[src/rtl/mem_access_unit.sv]
// mem_access_unit
//   Load/store front-end between the execute stage and a word-indexed data
//   memory. Byte addresses become word indices. Sub-word stores are done as a
//   read-modify-write because the memory only accepts whole-word writes.
//   Loads return sign- or zero-extended data. Misaligned and illegal-size
//   requests complete with an error and never touch memory.
//
//   Ports
//     clk, rst_n                    clock, async active-low reset
//     req_valid / req_ready         request handshake (ready only in IDLE)
//     req_we, req_size, req_unsigned, req_addr, req_wdata   request fields
//     resp_valid, resp_err, resp_rdata                      registered response
//     mem_read, mem_write, mem_addr, mem_wdata, mem_rdata   memory port
//
//   state | meaning
//   ------+--------------------------------------------------------------
//   IDLE  | ready for a request
//   READ  | memory read (load data, or old word for a sub-word store)
//   WRITE | memory write of the word or the merged word
//   RESP  | one-cycle response pulse

module mem_access_unit #(
   parameter int ADDR_WIDTH = 32,
   parameter int DATA_WIDTH = 32
) (
   input  logic                  clk,
   input  logic                  rst_n,
   input  logic                  req_valid,
   output logic                  req_ready,
   input  logic                  req_we,
   input  logic [1:0]            req_size,
   input  logic                  req_unsigned,
   input  logic [ADDR_WIDTH-1:0] req_addr,
   input  logic [DATA_WIDTH-1:0] req_wdata,
   output logic                  resp_valid,
   output logic                  resp_err,
   output logic [DATA_WIDTH-1:0] resp_rdata,
   output logic                  mem_read,
   output logic                  mem_write,
   output logic [ADDR_WIDTH-1:0] mem_addr,
   output logic [DATA_WIDTH-1:0] mem_wdata,
   input  logic [DATA_WIDTH-1:0] mem_rdata
);

   typedef enum logic [1:0] {IDLE, READ, WRITE, RESP} state_t;

   localparam logic [1:0] SZ_BYTE = 2'b00;
   localparam logic [1:0] SZ_HALF = 2'b01;
   localparam logic [1:0] SZ_WORD = 2'b10;

   state_t                  state_q, state_d;
   logic                    we_q;
   logic [1:0]              size_q;
   logic                    unsigned_q;
   logic [ADDR_WIDTH-1:0]   addr_q;
   logic [DATA_WIDTH-1:0]   wdata_q;
   logic [DATA_WIDTH-1:0]   rdata_q;

   logic                    accept;
   logic                    req_err;
   logic [4:0]              lane_sh;
   logic [DATA_WIDTH-1:0]   rd_shifted;
   logic [DATA_WIDTH-1:0]   load_ext;
   logic [DATA_WIDTH-1:0]   merged;

   assign req_ready = (state_q == IDLE);
   assign accept    = req_valid && req_ready;

   always_comb begin
      req_err = 1'b0;
      case (req_size)
         SZ_BYTE: req_err = 1'b0;
         SZ_HALF: req_err = req_addr[0];
         SZ_WORD: req_err = (req_addr[1:0] != 2'b00);
         default: req_err = 1'b1;
      endcase
   end

   always_comb begin
      state_d = state_q;
      case (state_q)
         IDLE: begin
            if (accept) begin
               if (req_err)                             state_d = RESP;
               else if (req_we && req_size == SZ_WORD)  state_d = WRITE;
               else                                     state_d = READ;
            end
         end
         READ:    state_d = we_q ? WRITE : RESP;
         WRITE:   state_d = RESP;
         RESP:    state_d = IDLE;
         default: state_d = IDLE;
      endcase
   end

   always_ff @(posedge clk or negedge rst_n) begin
      if (!rst_n) begin
         state_q    <= IDLE;
         we_q       <= 1'b0;
         size_q     <= 2'b00;
         unsigned_q <= 1'b0;
         addr_q     <= '0;
         wdata_q    <= '0;
         rdata_q    <= '0;
      end else begin
         state_q <= state_d;
         if (accept) begin
            we_q       <= req_we;
            size_q     <= req_size;
            unsigned_q <= req_unsigned;
            addr_q     <= req_addr;
            wdata_q    <= req_wdata;
         end
         if (state_q == READ) rdata_q <= mem_rdata;
      end
   end

   // Byte lane offset in bits. Aligned halves have addr_q[0]=0, so the same
   // shift selects the correct half-word lane.
   assign lane_sh    = {addr_q[1:0], 3'b000};
   assign rd_shifted = mem_rdata >> lane_sh;

   always_comb begin
      load_ext = mem_rdata;
      case (size_q)
         SZ_BYTE: load_ext = {{(DATA_WIDTH-8){~unsigned_q & rd_shifted[7]}},
                              rd_shifted[7:0]};
         SZ_HALF: load_ext = {{(DATA_WIDTH-16){~unsigned_q & rd_shifted[15]}},
                              rd_shifted[15:0]};
         default: load_ext = mem_rdata;
      endcase
   end

   always_comb begin
      merged = rdata_q;
      case (size_q)
         SZ_BYTE: merged[lane_sh +: 8]  = wdata_q[7:0];
         SZ_HALF: merged[lane_sh +: 16] = wdata_q[15:0];
         default: merged = wdata_q;
      endcase
   end

   assign mem_read  = (state_q == READ);
   assign mem_write = (state_q == WRITE);
   assign mem_addr  = {2'b00, addr_q[ADDR_WIDTH-1:2]};
   assign mem_wdata = merged;

   // Response registers load on the edge that enters RESP. The only direct
   // IDLE->RESP path is the error path; load data is taken straight from
   // memory on the READ->RESP edge.
   always_ff @(posedge clk or negedge rst_n) begin
      if (!rst_n) begin
         resp_valid <= 1'b0;
         resp_err   <= 1'b0;
         resp_rdata <= '0;
      end else begin
         resp_valid <= (state_d == RESP);
         resp_err   <= (state_q == IDLE) && (state_d == RESP);
         resp_rdata <= ((state_q == READ) && (state_d == RESP)) ? load_ext : '0;
      end
   end

endmodule
[config.mk]
export PLATFORM = sky130hd
export DESIGN_NAME = mem_access_unit
export DESIGN_NICKNAME = d
export VERILOG_FILES = /design/src/rtl/mem_access_unit.sv
export SDC_FILE = /design/constraint.sdc
export NUM_CORES = 1
export LEC_CHECK = 0
export ABC_AREA = 1
export BUFFER_PORTS_ARGS = -buffer_cell sky130_fd_sc_hd__buf_4
export CAP_MARGIN = 20
export CELL_PAD_IN_SITES_DETAIL_PLACEMENT = 1
export CELL_PAD_IN_SITES_GLOBAL_PLACEMENT = 1
export CORE_MARGIN = 2
export CORE_UTILIZATION = 38
export DETAILED_ROUTE_END_ITERATION = 16
export GPL_TIMING_DRIVEN = 0
export PLACE_DENSITY_LB_ADDON = 0.1
export SLEW_MARGIN = 20
export SYNTH_ARGS = -nofsm -noshare
export SYNTH_HDL_FRONTEND = slang
export SYNTH_SLANG_ARGS = --single-unit
[constraint.sdc]
create_clock -name clk -period 2.6 [get_ports clk]
set_input_delay 0.13 -clock clk [delete_from_list [all_inputs] [get_ports clk]]
set_output_delay 0.13 -clock clk [all_outputs]
set_load 0.005 [all_outputs]
======== After elaboration in Yosys (flattened, before gate mapping) ========
Cells that the tools add are included.
operators by class
  reduce and logical (&&, ||, !) cells .... 8
  bitwise operators ....................... 3
  $add $sub $neg .......................... 1
  eq/ne operators ......................... 7
  mux-type cells .......................... 11
  shift operators ......................... 5
operators by type and width
  kind                                                                      count
  32-bit one-hot mux with 2 select lines                                    2
  32-bit bitwise mux                                                        2
  32-bit 2-to-1 mux                                                         1
  16-bit by 7-bit variable shift with 32-bit output (first input constant)  1
  8-bit by 7-bit variable shift with 32-bit output (first input constant)   1
  16-bit by 7-bit variable part select with 32-bit output                   1
  8-bit by 7-bit variable part select with 32-bit output                    1
  32-bit by 5-bit right shift with 16-bit output                            1
  2-bit == test (second input constant)                                     4
  2-bit one-hot mux with 4 select lines                                     1
  5-bit negation with 7-bit output                                          1
  2-bit by 1-bit == test with 1-bit output (second input constant)          3
  2-bit logical NOT                                                         3
  2-bit 2-to-1 mux                                                          3
  1-bit logical AND                                                         4
  1-bit one-hot mux with 3 select lines                                     1
  1-bit bitwise AND                                                         2
  2-bit nonzero test                                                        1
  1-bit 2-to-1 mux                                                          1
  1-bit inverter                                                            1
word-level totals
  logic and storage cells ................. 45
  output and inout bits ................... 101
  bits of input ports ..................... 103
  register bits ........................... 136

======== Longest topological paths before layout ========
Gate-level depths: netlist (run 1).
  depth in word-level cells ............... 9
  depth in mapped cells ................... 12
  gate-level depth less buffers ........... 11

======== Worst setup path after synthesis (run 1) ========
Ideal clock, no wire load.
  path kind ............................... register to output
  start point ............................. register addr_q[1]
  end point ............................... output port mem_wdata[0]
  stages on the path, launching flop included .. 12
  required time ........................... 2470 ps
  slack ................................... 479 ps
  data arrival time ....................... 1991 ps
  buffers on the path ..................... 2
  path through ............................ dfrtp_1 -> buf_4 -> inv_2 -> buf_2 -> ha_1 -> inv_2 -> nand2_1 -> inv_2 -> nand3_2 -> o21ai_1 -> nand3_1 -> o21ai_1
between the ends
  word-level cells in the longest chain between the ends .. 4
ends and longest elaborated chain
  element                                                                                RTL line  source
  start: declaration                                                                     55        logic [ADDR_WIDTH-1:0] addr_q;
  start signal: assignment                                                               111       addr_q <= req_addr;
  5-bit negation with 7-bit output (*)                                                   137, 138
  16-bit by 7-bit variable part select with 32-bit output, or another cell as far along  138       SZ_HALF: merged[lane_sh +: 16] = wdata_q[15:0];
  32-bit bitwise mux (on tied branches)                                                  138, 137
  32-bit one-hot mux with 2 select lines (*)                                             136       case (size_q)
  end: declaration                                                                       41        output logic [DATA_WIDTH-1:0] mem_wdata,
Mark *: on every way between the ends. The rest lies on a longest branch, timed or not.

======== Worst setup path in the final report (run 1) ========
  start point ............................. register addr_q[0]
  end point ............................... output port mem_wdata[23]
The elaborated chain is that of the path after synthesis.

==> flow_summary.yaml, run 1 <==
outcome:
  status: "completed"
die:
  start_util_pct: 38.7
  rows: 51
  core_sq_um: 19400
  die_x_um: 145
  die-height_um: 145
  die_area_sq_um: 20900
  ios: 204
worst_setup_path:
  r2r-start: "state_q[0]"
  worst-path-buf-inv: 5
  critPathKind: "reg -> out"
  worst-endpoint-required_ns: 2.47
  worstPathArrival_ns: 2.36
  start_kind: "register"
  critPathCaptureType: "output port"
  cpPeakStageDelay_ns: 0.47
  startpoint: "addr_q[0]"
  crit_slowest_cell: "dfrtp_2"
  path_cells: "inv_4, ha_4, inv_8, nor2_4, buf_6, inv_2, o221ai_1, nand3_1, buf_4"
  cp_top_family: "buffers and inverters"
  critical_path.max_fanout: 11
cts:
  cts_made_buffers: 17
  clock_path_buffers: 2
  clock_sinks: 136
  cts_tree: "built"
  clk_pin_slew_ns: 0.07
  cts_root_buf: "clkbuf_16"
  insertion_delay_ns: 0.44
  h-tree-depth: 4
synth:
  yosys-top-cells-area: "dfrtp_1 45%, nand2_1 16%, o21ai_0 6.4%"
  ys_types: 34
  synth-async-reset-ratio_pct: 100
  synth_common_cells: "322 x nand2_1, 136 x dfrtp_1, 96 x o21ai_0"
  yosysMostFrequentCell: "nand2_1"
  yosysTopAreaCell: "dfrtp_1"
  yosysSeqAreaShare_pct: 45.4
  synth_flop_cell: "dfrtp_1"
  synth_top_area_share_pct: 45.4
  syn_inst: 995
  synth_edf_count: 0
  netlist_area_sq_um: 7500
  synth-seq-cells: 136
  synth_area_per_cell_sq_um: 7.54
  yosysWarnings: 0
route:
  drc_errors: 0
  detail-route-antenna-nets: 0
  first_pass_iters: 4
  drt-initial-drc-count: 450
  routed_wirelength_um: 30300
  vias: 8194
  wl_per_cell_um: 19.0
  vias_per_cell: 5.15
layout:
  final_util_pct: 57.1
  antennaDiodeCount: 0
  synthToLayoutAreaGrowth_pct: 47.6
  drive_gt1_share_pct: 27.5
  nNetsFinal: 1426
sta:
  slew_violations: 0
  fin_crit_ns: 2.49
  worstMarginPinSlew_ns: 0.653
  hold_viol_final: 0
  max_freq_ghz: 0.402
  final.setup.worst_slack_ns: 0.115
  period_share_pct: 95.6
  fin_skew_ns: 0.00588
  rsz0062_at_grt: "no"
  slew_headroom_pct: 56.5
  setup_viol: 0
power_and_ir_drop:
  p_leak_nw: 5.50
  power_density_nw_per_um2: 1290
  peakVddDrop_v: 0.000691
global_routing:
  grt_first_pass_wirelength_um: 45600
  grt_pass1_vias: 8419
  grt_max_degree: 89
  grtUsageTotal_pct: 29.1
  antenna_found_initial: 0
  gr-total-overflow: 0
job:
  cap_violations: 0
placement:
  portBuffers: 201
  hpwl_um: 21000
  gp_congestion: 0.925
  pre_cts_slack_ns: -0.265
worst_hold_path:
  holdCritStartpoint: "mem_rdata[17]"
  hold_class: "in -> reg"
-- sequential cells by signal, summed over array words and instances (netlist names) --
register,count
wdata_q,32
rdata_q,32
resp_rdata,32
addr_q,32
state_q,2
resp_valid,1
resp_err,1
size_q,2
unsigned_q,1
we_q,1
-- layer usage --
layer / GRT usage (%) / wire length [um]
met1: 36.1 / 12500
met2: 49.3 / 14900
met3: 6.49 / 1850
met4: 11.3 / 1040
met5: 0 / 0
-- placed cells by master, fill, tap and decap left out, types with 6 or more instances in the layout --
cell type        n
clkbuf_16       17
nand3_1         48
nor2_2          15
o221ai_1         8
ha_1             6
dlygate4sd3_1   88
inv_1           72
a21oi_1         40
buf_4          241
dfrtp_1        135
o211ai_1        47
clkbuf_2         7
nand2_1        318
o21ai_0         91
clkbuf_1        23
nor2_1          64
nor2_4           6
o21ai_1          9
buf_2           11
nand2_2         16
-- through the flow --
step | hold WS (ns) | instances | cell area (sq um) | setup TNS, ns | total power [mW]
after floorplan | -0.166 | 996 | 7510 | 0 | 7.80
after global placement | 0.325 | 1462 | 9350 | -3.36 | 10.9
after detailed placement | 0.0593 | 1463 | 9380 | -3.48 | 11.1
after CTS | 0.00380 | 1589 | 11000 | 0 | 14.0
after global routing | 0.00139 | 1591 | 11100 | 0 | 15.3
final | 0.00516 | 1591 | 11100 | 0 | 14.3
-- tightest hold or removal path, delay by kind of cell --
family / cells / cell delay [ns]
simple gates: 1 / 0.09
buf+inv: 1 / 0.11
compound gates: 1 / 0.08
-- power breakdown --
part	internal, mW	switching (mW)	total (mW)
combinational	3.37	4.89	8.26
sequential	2.99	0.621	3.61
clock	1.42	1.03	2.45
total	7.79	6.54	14.3
-- repair_timing --
item                                   in CTS  in global routing
hold buffers                               88                  0
pin swaps                                   3                  3
setup endpoints to repair                  32                 42
endpoints found under the hold margin     135                  0
gates resized for setup                    40                 28
setup buffers                               7                  3
-- worst paths after layout --
check	to	slack (ns)	cells after the start
worst min register to register	wdata_q[29]	0.48	2
worst min-delay path	rdata_q[17]	0.005	3
max in group asynchronous	addr_q[0]	1.64	3
min in group asynchronous	wdata_q[2]	0.18	2
worst max register to register	addr_q[29]	0.31	8
worst max-delay path	mem_wdata[23]	0.11	9
-- cell type report --
cell class                      count  area (sq um)
Buffer                             80           489
Clock buffer                       19           433
Clock inverter                     13           146
Fill cell                        2417          8320
Inverter                           83           339
Multi-Input combinational cell    695          3430
Sequential cell                   136          3400
Tap cell                          265           332
Timing Repair Buffer              300          2510
-- cell families after synthesis --
group	Yosys count	synth area share [%]
compound gates	203	15.7
fa+ha+maj	10	1.67
buf+inv	165	10.5
flops	136	45.4
mux	2	0.300
other cells	1	0.0500
simple gates	478	26.5
Power figures use the tool's default switching activity.
==> run 2, diff against run 1 <==
--- a/config.mk
+++ b/config.mk
@@ -14,7 +14,7 @@
 export CORE_UTILIZATION = 38
 export DETAILED_ROUTE_END_ITERATION = 16
 export GPL_TIMING_DRIVEN = 0
-export PLACE_DENSITY_LB_ADDON = 0.1
+export PLACE_DENSITY = 0.83
 export SLEW_MARGIN = 20
 export SYNTH_ARGS = -nofsm -noshare
 export SYNTH_HDL_FRONTEND = slang
==> run 2 against run 1 <==
Compared with the run above: design area rose by 0.78%; fmax fell by 3.3%; non-clock buffer count rose by 8; critical path type unchanged; largest cell class unchanged; largest power group unchanged.
==> flow_summary.yaml, run 2 (synthesized netlist as in run 1, its figures left out) <==
placement:
  place_inst: 1463
  hpwl_um: 21900
  gp_congestion: 0.929
  portBuffers: 201
  pre_cts_slack_ns: -0.319
global_routing:
  grtUsageTotal_pct: 32.1
  grt_pass1_vias: 9121
  grt_max_degree: 76
  grt_first_pass_wirelength_um: 50400
  gr-total-overflow: 0
  antenna_found_initial: 0
worst_setup_path:
  critical_path.max_fanout: 10
  worst-endpoint-required_ns: 2.47
  worstPathArrival_ns: 2.44
  start_kind: "register"
  r2r_cells: 7
  critPathKind: "reg -> out"
  rrSetupSlack_ns: 0.29
  critPathCaptureType: "output port"
  r2r-start: "state_q[1]"
  r2r-end: "addr_q[0]"
layout:
  multiInputGateArea_sq_um: 3440
  seq_area_sq_um: 3400
  antennaDiodeCount: 0
  drive_gt1_share_pct: 28.2
  nNetsFinal: 1434
  synthToLayoutAreaGrowth_pct: 48.8
  mostFrequentLayoutCells: "319 x nand2_1, 245 x buf_4, 135 x dfrtp_1"
  fillerInstances: 2410
  mostFrequentLayoutCell: "nand2_1"
  final_util_pct: 57.5
  layout.cells.non_filler: 1599
die:
  core_sq_um: 19400
  rows: 51
  ios: 204
  die_area_sq_um: 20900
  die_x_um: 145
  start_util_pct: 38.7
  die-height_um: 145
worst_hold_path:
  min_to: "size_q[0]"
  min_path_cells: 3
  holdCritStartpoint: "req_size[0]"
  hold_class: "in -> reg"
cts:
  h-tree-depth: 4
  cts_root_buf: "clkbuf_16"
  clk_pin_slew_ns: 0.06
  clock_path_buffers: 2
  clock_sinks: 136
  cts_tree: "built"
  insertion_delay_ns: 0.44
  cts_made_buffers: 17
route:
  detail-route-antenna-nets: 0
  wl_per_cell_um: 20.7
  vias: 8533
  routed_wirelength_um: 33000
  vias_per_cell: 5.34
  drt-initial-drc-count: 535
  first_pass_iters: 5
  drc_errors: 0
power_and_ir_drop:
  power_density_nw_per_um2: 1310
  clkPwrFrac_pct: 16.8
  pwr-share-seq_pct: 24.9
  swShare_pct: 46.3
  combPwrFrac_pct: 58.2
  peakVddDrop_v: 0.000634
  p_leak_nw: 5.56
  switching_power_mw: 6.77
  power.internal_mw: 7.86
sta:
  slew_violations: 0
  final.setup.worst_slack_ns: 0.0307
  fin_crit_ns: 2.57
  max_freq_ghz: 0.389
  fin_skew_ns: 0.0106
  period_share_pct: 98.8
  setup_viol: 0
  slew_headroom_pct: 54.5
  worstMarginPinSlew_ns: 0.683
  rsz0062_at_grt: "yes"
  hold_viol_final: 0
job:
  cap_violations: 0
outcome:
  status: "completed"
run 2: cell types whose count changed in the layout (fill, tap and decap cells not counted), moves of 2 or more:
cell,previous run,this run
clkinvlp_4,5,2
dlygate4sd3_1,88,91
nor2_2,15,19
buf_4,241,245
o21ai_1,9,6
o21ai_0,91,93
inv_8,2,0
inv_6,2,5
nor2_1,64,61
clkbuf_1,23,19
clkinv_2,1,5
run 2: through the flow:
stage | power, mW | hold WS, ns | TNS (ns) | area, sq um
floorplan | 7.80 | -0.166 | 0 | 7510
global placement | 10.9 | 0.324 | -2.61 | 9350
detailed placement | 11.1 | 0.110 | -2.92 | 9380
CTS | 14.2 | 0.00148 | 0 | 11100
global route | 15.5 | 0.0151 | -0.181 | 11200
finish | 14.6 | 0.0120 | 0 | 11200
run 2: routing by layer:
layer / track usage, % / routed length [um] / vias to the layer above
met5: 0 / 0 / -
met4: 14.8 / 1370 / 0
met3: 6.79 / 1980 / 91
met2: 55.5 / 16700 / 365
met1: 38.3 / 13000 / 4224
li1: - / - / 3853
run 2: repair_timing:
item                                   in CTS  in global routing
buffers inserted                            8                  5
setup endpoints to repair                  32                 41
endpoints found under the hold margin     151                  0
cloned                                      1                  0
pin swaps                                   3                  8
gates resized for setup                    44                 27
hold buffers                               91                  0
run 2: critical path, cell delays in order, from the launching register on:
cell	delay (ns)
dfrtp_1	0.36
buf_6	0.13
inv_6	0.05
buf_12	0.13
ha_4	0.32
inv_6	0.07
nor2_4	0.13
buf_6	0.13
inv_2	0.09
o21ai_1	0.18
o211ai_1	0.11
nand3_1	0.15
buf_4	0.13
run 2: area by class of cell:
type | instances | share of cell area [%]
multi-input combinational | 695 | 30.8
sequential | 136 | 30.5
timing repair buffer | 307 | 23.0
buffer | 81 | 4.57
clock buffer | 17 | 3.81
inverter | 83 | 2.97
tap | 265 | 2.97
clock inverter | 15 | 1.37
run 2: power groups by stage:
stage	registers (mW)	clock network [mW]	logic, mW
after floorplan	3.39	0	4.42
after global placement	3.58	0	7.28
after detailed placement	3.61	0	7.52
after CTS	3.60	2.48	8.10
after global routing	3.73	2.56	9.25
final	3.65	2.46	8.52
run 2: worst max path at each step:
stage,from,to,slack [ns],cells after the start
floorplan,addr_q[1],mem_wdata[0],0.48,11
global placement,addr_q[1],mem_wdata[0],-0.25,12
detailed placement,addr_q[1],mem_wdata[0],-0.32,12
CTS,addr_q[1],mem_wdata[11],0.01,13
global route,addr_q[1],mem_wdata[1],-0.06,10
finish,addr_q[1],mem_wdata[19],0.03,12
